===== config.mk =====
export PLATFORM = sky130hd
export DESIGN_NAME = vecmac_stream
export DESIGN_NICKNAME = d
export VERILOG_FILES = /design/src/rtl/vecmac_stream.sv
export SDC_FILE = /design/constraint.sdc
export NUM_CORES = 2
export LEC_CHECK = 0
export ABC_AREA = 0
export BUFFER_PORTS_ARGS = -buffer_cell sky130_fd_sc_hd__buf_2
export CAP_MARGIN = 20
export CORE_MARGIN = 8
export CORE_UTILIZATION = 30
export CTS_CLUSTER_DIAMETER = 40
export DETAILED_ROUTE_END_ITERATION = 7
export HOLD_SLACK_MARGIN = 0.02
export PLACE_DENSITY = 0.43
export RECOVER_POWER = 25
export SYNTH_ARGS = -nofsm -noshare
export SYNTH_HDL_FRONTEND = slang
export SYNTH_SLANG_ARGS = --single-unit

===== constraint.sdc =====
create_clock -name clk -period 11.42 [get_ports clk]
set_clock_uncertainty 0.15 [all_clocks]
set_input_delay 0 -clock clk [delete_from_list [all_inputs] [get_ports clk]]
set_output_delay 0 -clock clk [all_outputs]
set_load 0.02 [all_outputs]

===== src/rtl/vecmac_stream.sv =====
// vecmac_stream: streaming masked dot-product engine; accumulates LANES-wide beats per vector
// and emits one result with beat count and sticky overflow per vector.
module vecmac_stream #(
    parameter int DATA_W = 16,
    parameter int LANES  = 4,
    parameter int ACC_W  = 40,
    parameter int SIGNED = 1
) (
    input  logic                    clk,
    input  logic                    rst_n,
    input  logic                    clear,
    input  logic                    in_valid,
    output logic                    in_ready,
    input  logic [LANES*DATA_W-1:0] in_a,
    input  logic [LANES*DATA_W-1:0] in_b,
    input  logic [LANES-1:0]        in_mask,
    input  logic                    in_last,
    output logic                    out_valid,
    input  logic                    out_ready,
    output logic [ACC_W-1:0]        out_data,
    output logic [15:0]             out_beats,
    output logic                    out_ovf,
    output logic                    busy
);
    localparam int PW = 2 * DATA_W;
    localparam bit SG = (SIGNED != 0);

    function automatic logic [PW-1:0] mul(input logic [DATA_W-1:0] a, input logic [DATA_W-1:0] b);
        logic [PW-1:0] ea;
        logic [PW-1:0] eb;
        ea = SG ? PW'($signed(a)) : PW'(a);
        eb = SG ? PW'($signed(b)) : PW'(b);
        return ea * eb;
    endfunction

    function automatic logic [ACC_W-1:0] ext(input logic [PW-1:0] p);
        return SG ? ACC_W'($signed(p)) : ACC_W'(p);
    endfunction

    logic [PW-1:0]    prod    [LANES];
    logic [PW-1:0]    s1_prod [LANES];
    logic             s1_valid, s1_last, s2_valid, s2_last, ovf_sticky, ovf_beat, adv;
    logic [ACC_W-1:0] lane_sum, s2_sum, acc;
    logic [ACC_W:0]   acc_nxt;
    logic [15:0]      cnt, cnt_nxt;

    always_comb begin
        for (int i = 0; i < LANES; i++)
            prod[i] = in_mask[i] ? mul(in_a[i*DATA_W +: DATA_W], in_b[i*DATA_W +: DATA_W]) : '0;
    end

    always_comb begin
        lane_sum = '0;
        for (int i = 0; i < LANES; i++)
            lane_sum = lane_sum + ext(s1_prod[i]);
    end

    // The pipeline only stalls when a finished result is waiting behind an unconsumed one.
    assign adv      = !(s2_valid && s2_last && out_valid && !out_ready);
    assign in_ready = adv && !clear;
    assign acc_nxt  = {1'b0, acc} + {1'b0, s2_sum};
    assign ovf_beat = SG ? (acc[ACC_W-1] == s2_sum[ACC_W-1]) && (acc_nxt[ACC_W-1] != acc[ACC_W-1])
                         : acc_nxt[ACC_W];
    assign cnt_nxt  = (cnt == 16'hFFFF) ? cnt : cnt + 16'd1;
    assign busy     = s1_valid | s2_valid | (cnt != '0);

    always_ff @(posedge clk or negedge rst_n) begin
        if (!rst_n) begin
            s1_valid   <= 1'b0;
            s1_last    <= 1'b0;
            s2_valid   <= 1'b0;
            s2_last    <= 1'b0;
            s2_sum     <= '0;
            acc        <= '0;
            cnt        <= '0;
            ovf_sticky <= 1'b0;
            out_valid  <= 1'b0;
            out_data   <= '0;
            out_beats  <= '0;
            out_ovf    <= 1'b0;
            for (int i = 0; i < LANES; i++)
                s1_prod[i] <= '0;
        end else if (clear) begin
            s1_valid   <= 1'b0;
            s2_valid   <= 1'b0;
            acc        <= '0;
            cnt        <= '0;
            ovf_sticky <= 1'b0;
            out_valid  <= 1'b0;
        end else begin
            if (adv) begin
                s1_valid <= in_valid;
                s1_last  <= in_last;
                for (int i = 0; i < LANES; i++)
                    s1_prod[i] <= prod[i];
                s2_valid <= s1_valid;
                s2_last  <= s1_last;
                s2_sum   <= lane_sum;
            end
            if (adv && s2_valid && s2_last) begin
                out_valid  <= 1'b1;
                out_data   <= acc_nxt[ACC_W-1:0];
                out_beats  <= cnt_nxt;
                out_ovf    <= ovf_sticky | ovf_beat;
                acc        <= '0;
                cnt        <= '0;
                ovf_sticky <= 1'b0;
            end else begin
                if (out_ready)
                    out_valid <= 1'b0;
                if (adv && s2_valid) begin
                    acc        <= acc_nxt[ACC_W-1:0];
                    cnt        <= cnt_nxt;
                    ovf_sticky <= ovf_sticky | ovf_beat;
                end
            end
        end
    end
endmodule

== Yosys cells after proc, flatten, opt, wreduce, memory -nomap -nowiden ==
Cells that the tools add are included.
Storage, ports and cells
  register bits after elaboration: 287
  output and inout bits: 60
  input port bits: 138
Cells by class
  $add $sub $neg: 5
  $mul: 4
  equality and inequality tests: 4
  reduce and logical (&&, ||, !) cells: 15
  bitwise gates (word level): 5
  muxes and demuxes: 21
Operators with widths (count)
  multiplier 16 x 16 -> 32 bit: 4
  2-to-1 mux 32 bit: 4
  2-to-1 mux 40 bit: 3
  2-to-1 mux 16 bit: 4
  adder 40 bit: 1
  adder 34 x 32 -> 35 bit: 1
  adder 33 x 32 -> 34 bit: 1
  adder 32 x 32 -> 33 bit: 1
  adder 16 x 1 -> 16 bit (second input constant): 1
  == test 16 bit (second input constant): 1
  nonzero test 16 bit: 1
  2-to-1 mux 1 bit: 10
  logical AND 1 bit: 7
  nonzero test 3 bit: 2
  AND reduction 2 bit: 2
  logical NOT 1 bit: 3
  bitwise OR 1 bit: 3
  inequality test 2 bit (second input constant): 1
  inverter 1 bit: 2
  == test 1 bit: 1
  inequality test 1 bit: 1

== Longest topological paths before layout ==
  depth after elaboration: 8
  depth in mapped cells: 24
  mapped depth without buffers: 22

== Worst setup path after synthesis ==
OpenSTA, ideal clock, no wires.
  kind: input port to flip-flop
  from: in in_a[31]
  to: reg s1_prod[94] (netlist bit)
  arrival time: 5.813 ns
  slack: 5.375 ns
  setup time: 0.082 ns
  required time: 11.188 ns
  stages on the path: 20
  path through: clkbuf_1 -> nand2_1 -> inv_1 -> fa_1 -> fa_1 -> fa_1 -> fa_1 -> fa_1 -> inv_1 -> fa_1 -> inv_1 -> ha_1 -> a21o_1 -> a21oi_1 -> o21ai_1 -> a21o_1 -> a21oi_1 -> a311oi_2 -> or4b_1 -> a31oi_1
On the way
  longest elaborated chain between the ends: 2
Ends and longest elaborated chain
  start: declaration: RTL line 14  | input logic [LANES*DATA_W-1:0] in_a,
  multiplier 16 x 16 -> 32 bit: RTL line 33  | return ea * eb;
  2-to-1 mux 32 bit: RTL line 49  | prod[i] = in_mask[i] ? mul(in_a[i*DATA_W +: DATA_W], in_b[i*DATA_W +: DATA_W]) : '0;
  end signal: indexed assignment: RTL line 95  | s1_prod[i] <= prod[i];
  end: declaration: RTL line 41  | logic [PW-1:0] s1_prod [LANES];
No other way between the ends.
A chain may end at the register's enable or synchronous reset.

== Final worst setup path ==
  from: in in_a[32]
  to: reg s1_prod[63] (netlist bit)
The elaborated chain is that of the path after synthesis.

==> flow_summary.rst <==
.. list-table::
   :header-rows: 1

   * - Metric
     - Value
   * - Fin Setup TNS
     - 0 ns
   * - Total of max-cap violations
     - 2
   * - Setup violations, final
     - 0
   * - Post-synth EDFFs
     - 0
   * - Area of the multi-input gates
     - approximately 43000 um^2
   * - CTS buffer count
     - 48
   * - Hold Crit Start
     - in_a[1]
   * - Clock-pin slew on the worst setup and hold paths
     - 0.06 ns
   * - Buffers added on ports
     - about 200
   * - Die Ht
     - 444 um
   * - Worst-path maximum fanout
     - 16
   * - Cell breakdown of the critical path
     - dlygate4sd3_1 > buf_2 > nand2b_1 > fa_1 > fa_1 > inv_1 > fa_1 > fa_1 > fa_1 > inv_1 > fa_1 > inv_1 > ha_1 > inv_1 > o22ai_1 > nor3_1 > a21oi_1 > o41ai_1 > o21ai_1 > a31oi_1 > xnor2_1 > o21ai_1
   * - Kind of path behind the tightest hold check
     - input pin to flip-flop
   * - Critical Path Sink Type
     - flip-flop
   * - Post-route cell area
     - approximately 60000 um^2
   * - Post-Syn Nets
     - approximately 7600
   * - Reg-to-reg startpoint
     - s1_prod[33]
   * - Seq/Total Area, Yosys
     - 12.8%
   * - Worst setup SP type
     - input pin
   * - Number of design-rule violations left by the first detailed-router iteration
     - 1929
   * - Final routed DRC violation total
     - 0
   * - Share of post-route cells with drive strength above 1
     - under 10%
   * - First-pass iteration count of the detailed router
     - 5
   * - Relative area change from synthesis to final layout
     - 9.29%
   * - Worst Reg-to-Reg Cells
     - 14
   * - Actual transition at the worst max-transition pin
     - 4.93 ns
   * - Antenna violations before repair
     - 4
   * - Share of the clock period used by the worst path
     - between 50% and 60%
   * - Synth unique cells
     - 85
   * - Placeable Area
     - around 180000 um^2
   * - Number of vias after detailed routing
     - between 30000 and 40000
   * - IO Pins
     - approximately 200
   * - Placed cell count
     - ~8300
   * - Total grt overflow
     - 0
   * - Path type of the worst setup path
     - input pin to flip-flop
   * - Net count of the finished layout
     - about 7600
   * - Overall die area
     - 197000 um^2
   * - Placed wire-length estimate after detailed placement
     - between 100 and 150 mm
   * - Leading post-synthesis cells by cell area
     - sky130_fd_sc_hd__fa_1 (41%), sky130_fd_sc_hd__dfrtp_1 (13%), sky130_fd_sc_hd__ha_1 (9.2%)
   * - Worst hold slack across all endpoints
     - approximately 0.10 ns
   * - Fin cells
     - 8406
   * - Primary flip-flop cell chosen by synthesis mapping
     - sky130_fd_sc_hd__dfrtp_1
   * - Post-Syn Area
     - 54900 um^2
   * - Syn_area_per_cell
     - about 9.3 um^2
   * - Headroom to the max-slew limit
     - -229%
   * - Leading cell types by count after synthesis
     - sky130_fd_sc_hd__inv_1 (1179), sky130_fd_sc_hd__fa_1 (1114), sky130_fd_sc_hd__nand2_1 (819)
   * - Clock Tree Root
     - sky130_fd_sc_hd__clkbuf_16
   * - Data required time at the worst endpoint
     - around 12 ns
   * - Post-synthesis async set-or-reset flop share
     - 100%
   * - Number of hold violations in the final report
     - 0
   * - Count of H-tree levels built during CTS
     - 2
   * - Number of synthesized register bits
     - between 200 and 300
   * - Master of the slowest instance on the critical path
     - sky130_fd_sc_hd__fa_1
   * - Count of final max-slew check failures
     - approximately 140
   * - Number of instances on the worst hold path
     - 5
   * - Flop2flop setup slack
     - ~6.8 ns
   * - Insertion delay to the later sink of the worst-skew pair
     - ~0.57 ns
   * - Violations in the final reports
     - max-capacitance violations, max-slew violations
   * - Hold-critical path endpoint
     - s1_prod[97]
   * - DRT antenna net count
     - 0
   * - Capture point of the worst reg-to-reg path
     - s2_sum[33]
   * - Crit path top cell by count
     - sky130_fd_sc_hd__fa_1
   * - Initial standard-cell utilization of the core
     - 30.1%
   * - Post-synth top area cell
     - sky130_fd_sc_hd__fa_1
   * - CTS tree
     - done
   * - Vias in the first global route
     - approximately 43000
   * - Signal arrival time at the worst endpoint
     - approximately 6.3 ns
   * - Instance count of the mapped netlist
     - 5911
   * - Highest clock rate
     - about 0.17 GHz
   * - Largest net degree at the start of global routing
     - 89
   * - Clk buf depth
     - 3
   * - FILL cells
     - between 15000 and 20000
   * - Standard cell area after detailed placement
     - between 50000 and 60000 um^2
   * - Stage delay of the slowest cell on the critical path
     - between 0.5 and 0.6 ns
   * - Number of warnings printed during yosys synthesis
     - 0
   * - Final worst path period need
     - ~6 ns
   * - First-pass GRT wire length
     - roughly 250 mm
   * - Number of sinks handled by clock tree synthesis
     - approximately 280
   * - GPL Wtd Cong
     - approximately 0.84
   * - Final routed wirelength across all metal layers
     - approximately 160 mm
   * - Die W
     - ~440 um
   * - Vias/cell
     - between 4 and 5
   * - Sequential cell area
     - just over 7000 um^2
   * - Leading cell type by number of instances after synthesis
     - sky130_fd_sc_hd__inv_1
   * - Status
     - finished, violations left
   * - Top-area cell type share of the netlist area
     - roughly 40%
   * - Total GRT Usage
     - between 10% and 20%
   * - RSZ-0062 raised after global routing
     - false
   * - Average wire length per cell after detail routing
     - around 19 um
   * - Number of core rows
     - 157
[through the flow]
stage | util (%) | setup WS [ns]
floorplan | - | 5.38
global placement | 31.9 | 4.80
detailed placement | 31.9 | 4.83
CTS | 33.0 | 5.42
global route | 32.9 | 4.28
finish | 32.9 | 5.40
[layout make-up]
class	count	share of cell area [%]
Antenna cell	1	0.00417
Clock buffer	55	2.11
Clock inverter	33	0.646
Inverter	1182	7.39
Multi-Input combinational cell	4237	71.1
Sequential cell	282	11.8
Tap cell	2385	4.97
Timing Repair Buffer	231	2.04
[metal layers]
| layer | part of all wire (%) | vias to the layer above | GRT usage, % |
|---|---|---|---|
| met5 | 0.0083 | - | 0 |
| met4 | 2.0 | 2 | 2.95 |
| met3 | 3.3 | 172 | 1.77 |
| met2 | 48 | 634 | 27.3 |
| met1 | 47 | 20300 | 22.2 |
| li1 | - | 18400 | - |
[sequential cells by signal, summed over array words and instances (netlist names), 16 cells and up]
| name | flops |
|---|---|
| s1_prod | 128 |
| acc | 40 |
| out_beats | 16 |
| out_data | 40 |
| s2_sum | 35 |
| cnt | 16 |
[worst max path at each step]
| stage | from | end | slack (ns) |
|---|---|---|---|
| floorplan | in_a[31] | s1_prod[94] | 5.38 |
| global placement | in_b[49] | s1_prod[30] | 4.80 |
| detailed placement | in_b[49] | s1_prod[30] | 4.83 |
| CTS | in_b[49] | s1_prod[30] | 5.42 |
| global route | rst_n | s1_prod[42] | 4.28 |
| finish | in_a[32] | s1_prod[63] | 5.40 |
[critical path: cells and delay by family]
kind,cells,cell delay [ns]
compound gates,6,1.34
xor+xnor,1,0.15
fa+ha+maj,7,3.19
buf+inv,6,1.08
simple gates,2,0.52
[cell usage in the layout, fill, tap and decap left out, types with 8 or more instances in the layout]
master / netlist / layout
sky130_fd_sc_hd__buf_4: 0 / 10
sky130_fd_sc_hd__xnor2_1: 129 / 129
sky130_fd_sc_hd__and3_1: 23 / 23
sky130_fd_sc_hd__dfrtp_1: 282 / 282
sky130_fd_sc_hd__a22o_1: 64 / 64
sky130_fd_sc_hd__nor4_1: 11 / 11
sky130_fd_sc_hd__o21ai_0: 180 / 180
sky130_fd_sc_hd__nand3_1: 65 / 65
sky130_fd_sc_hd__nor2b_1: 20 / 20
sky130_fd_sc_hd__nand4_1: 18 / 18
sky130_fd_sc_hd__clkinvlp_4: 0 / 8
sky130_fd_sc_hd__buf_2: 1 / 138
sky130_fd_sc_hd__clkbuf_16: 0 / 48
sky130_fd_sc_hd__a21oi_1: 171 / 170
sky130_fd_sc_hd__o21bai_1: 22 / 22
sky130_fd_sc_hd__nand2_1: 819 / 819
sky130_fd_sc_hd__ha_1: 403 / 403
sky130_fd_sc_hd__a21o_1: 75 / 75
sky130_fd_sc_hd__inv_1: 1179 / 1179
sky130_fd_sc_hd__nor2_1: 163 / 162
sky130_fd_sc_hd__a211oi_1: 19 / 19
sky130_fd_sc_hd__o21a_1: 21 / 21
sky130_fd_sc_hd__dlygate4sd3_1: 0 / 21
sky130_fd_sc_hd__xor2_1: 76 / 76
sky130_fd_sc_hd__clkbuf_1: 194 / 64
sky130_fd_sc_hd__o211ai_1: 11 / 11
sky130_fd_sc_hd__a31oi_1: 21 / 21
sky130_fd_sc_hd__nor3_1: 34 / 33
sky130_fd_sc_hd__o21ai_1: 48 / 48
sky130_fd_sc_hd__fa_1: 1114 / 1114
sky130_fd_sc_hd__o41ai_1: 8 / 8
sky130_fd_sc_hd__and4_1: 9 / 9
sky130_fd_sc_hd__mux2_2: 14 / 14
sky130_fd_sc_hd__nand2b_1: 40 / 39
sky130_fd_sc_hd__and2_1: 503 / 503
sky130_fd_sc_hd__o31ai_1: 43 / 43
[what timing repair did]
action	CTS	global route
buffers inserted	0	0
gates resized for setup	0	0
endpoints found under the hold margin	171	0
hold buffers	22	0
[cells by family (layout without fill, tap and decap cells)]
kind of cell	count (synthesis)	count (layout)	synth area share, %
multiplexers	17	17	0.342
other	0	1	0
AND/OR/NAND/NOR	1740	1740	15.2
flip-flops	282	282	12.8
XOR/XNOR	205	205	3.27
buffers and inverters	1392	1501	9.53
AO/OA/AOI/OAI	758	758	9.03
adder cells (fa/ha/maj)	1517	1517	49.8
Power is not shown: default switching activity piles up to over one toggle a cycle in this logic, so the estimate is an artifact.
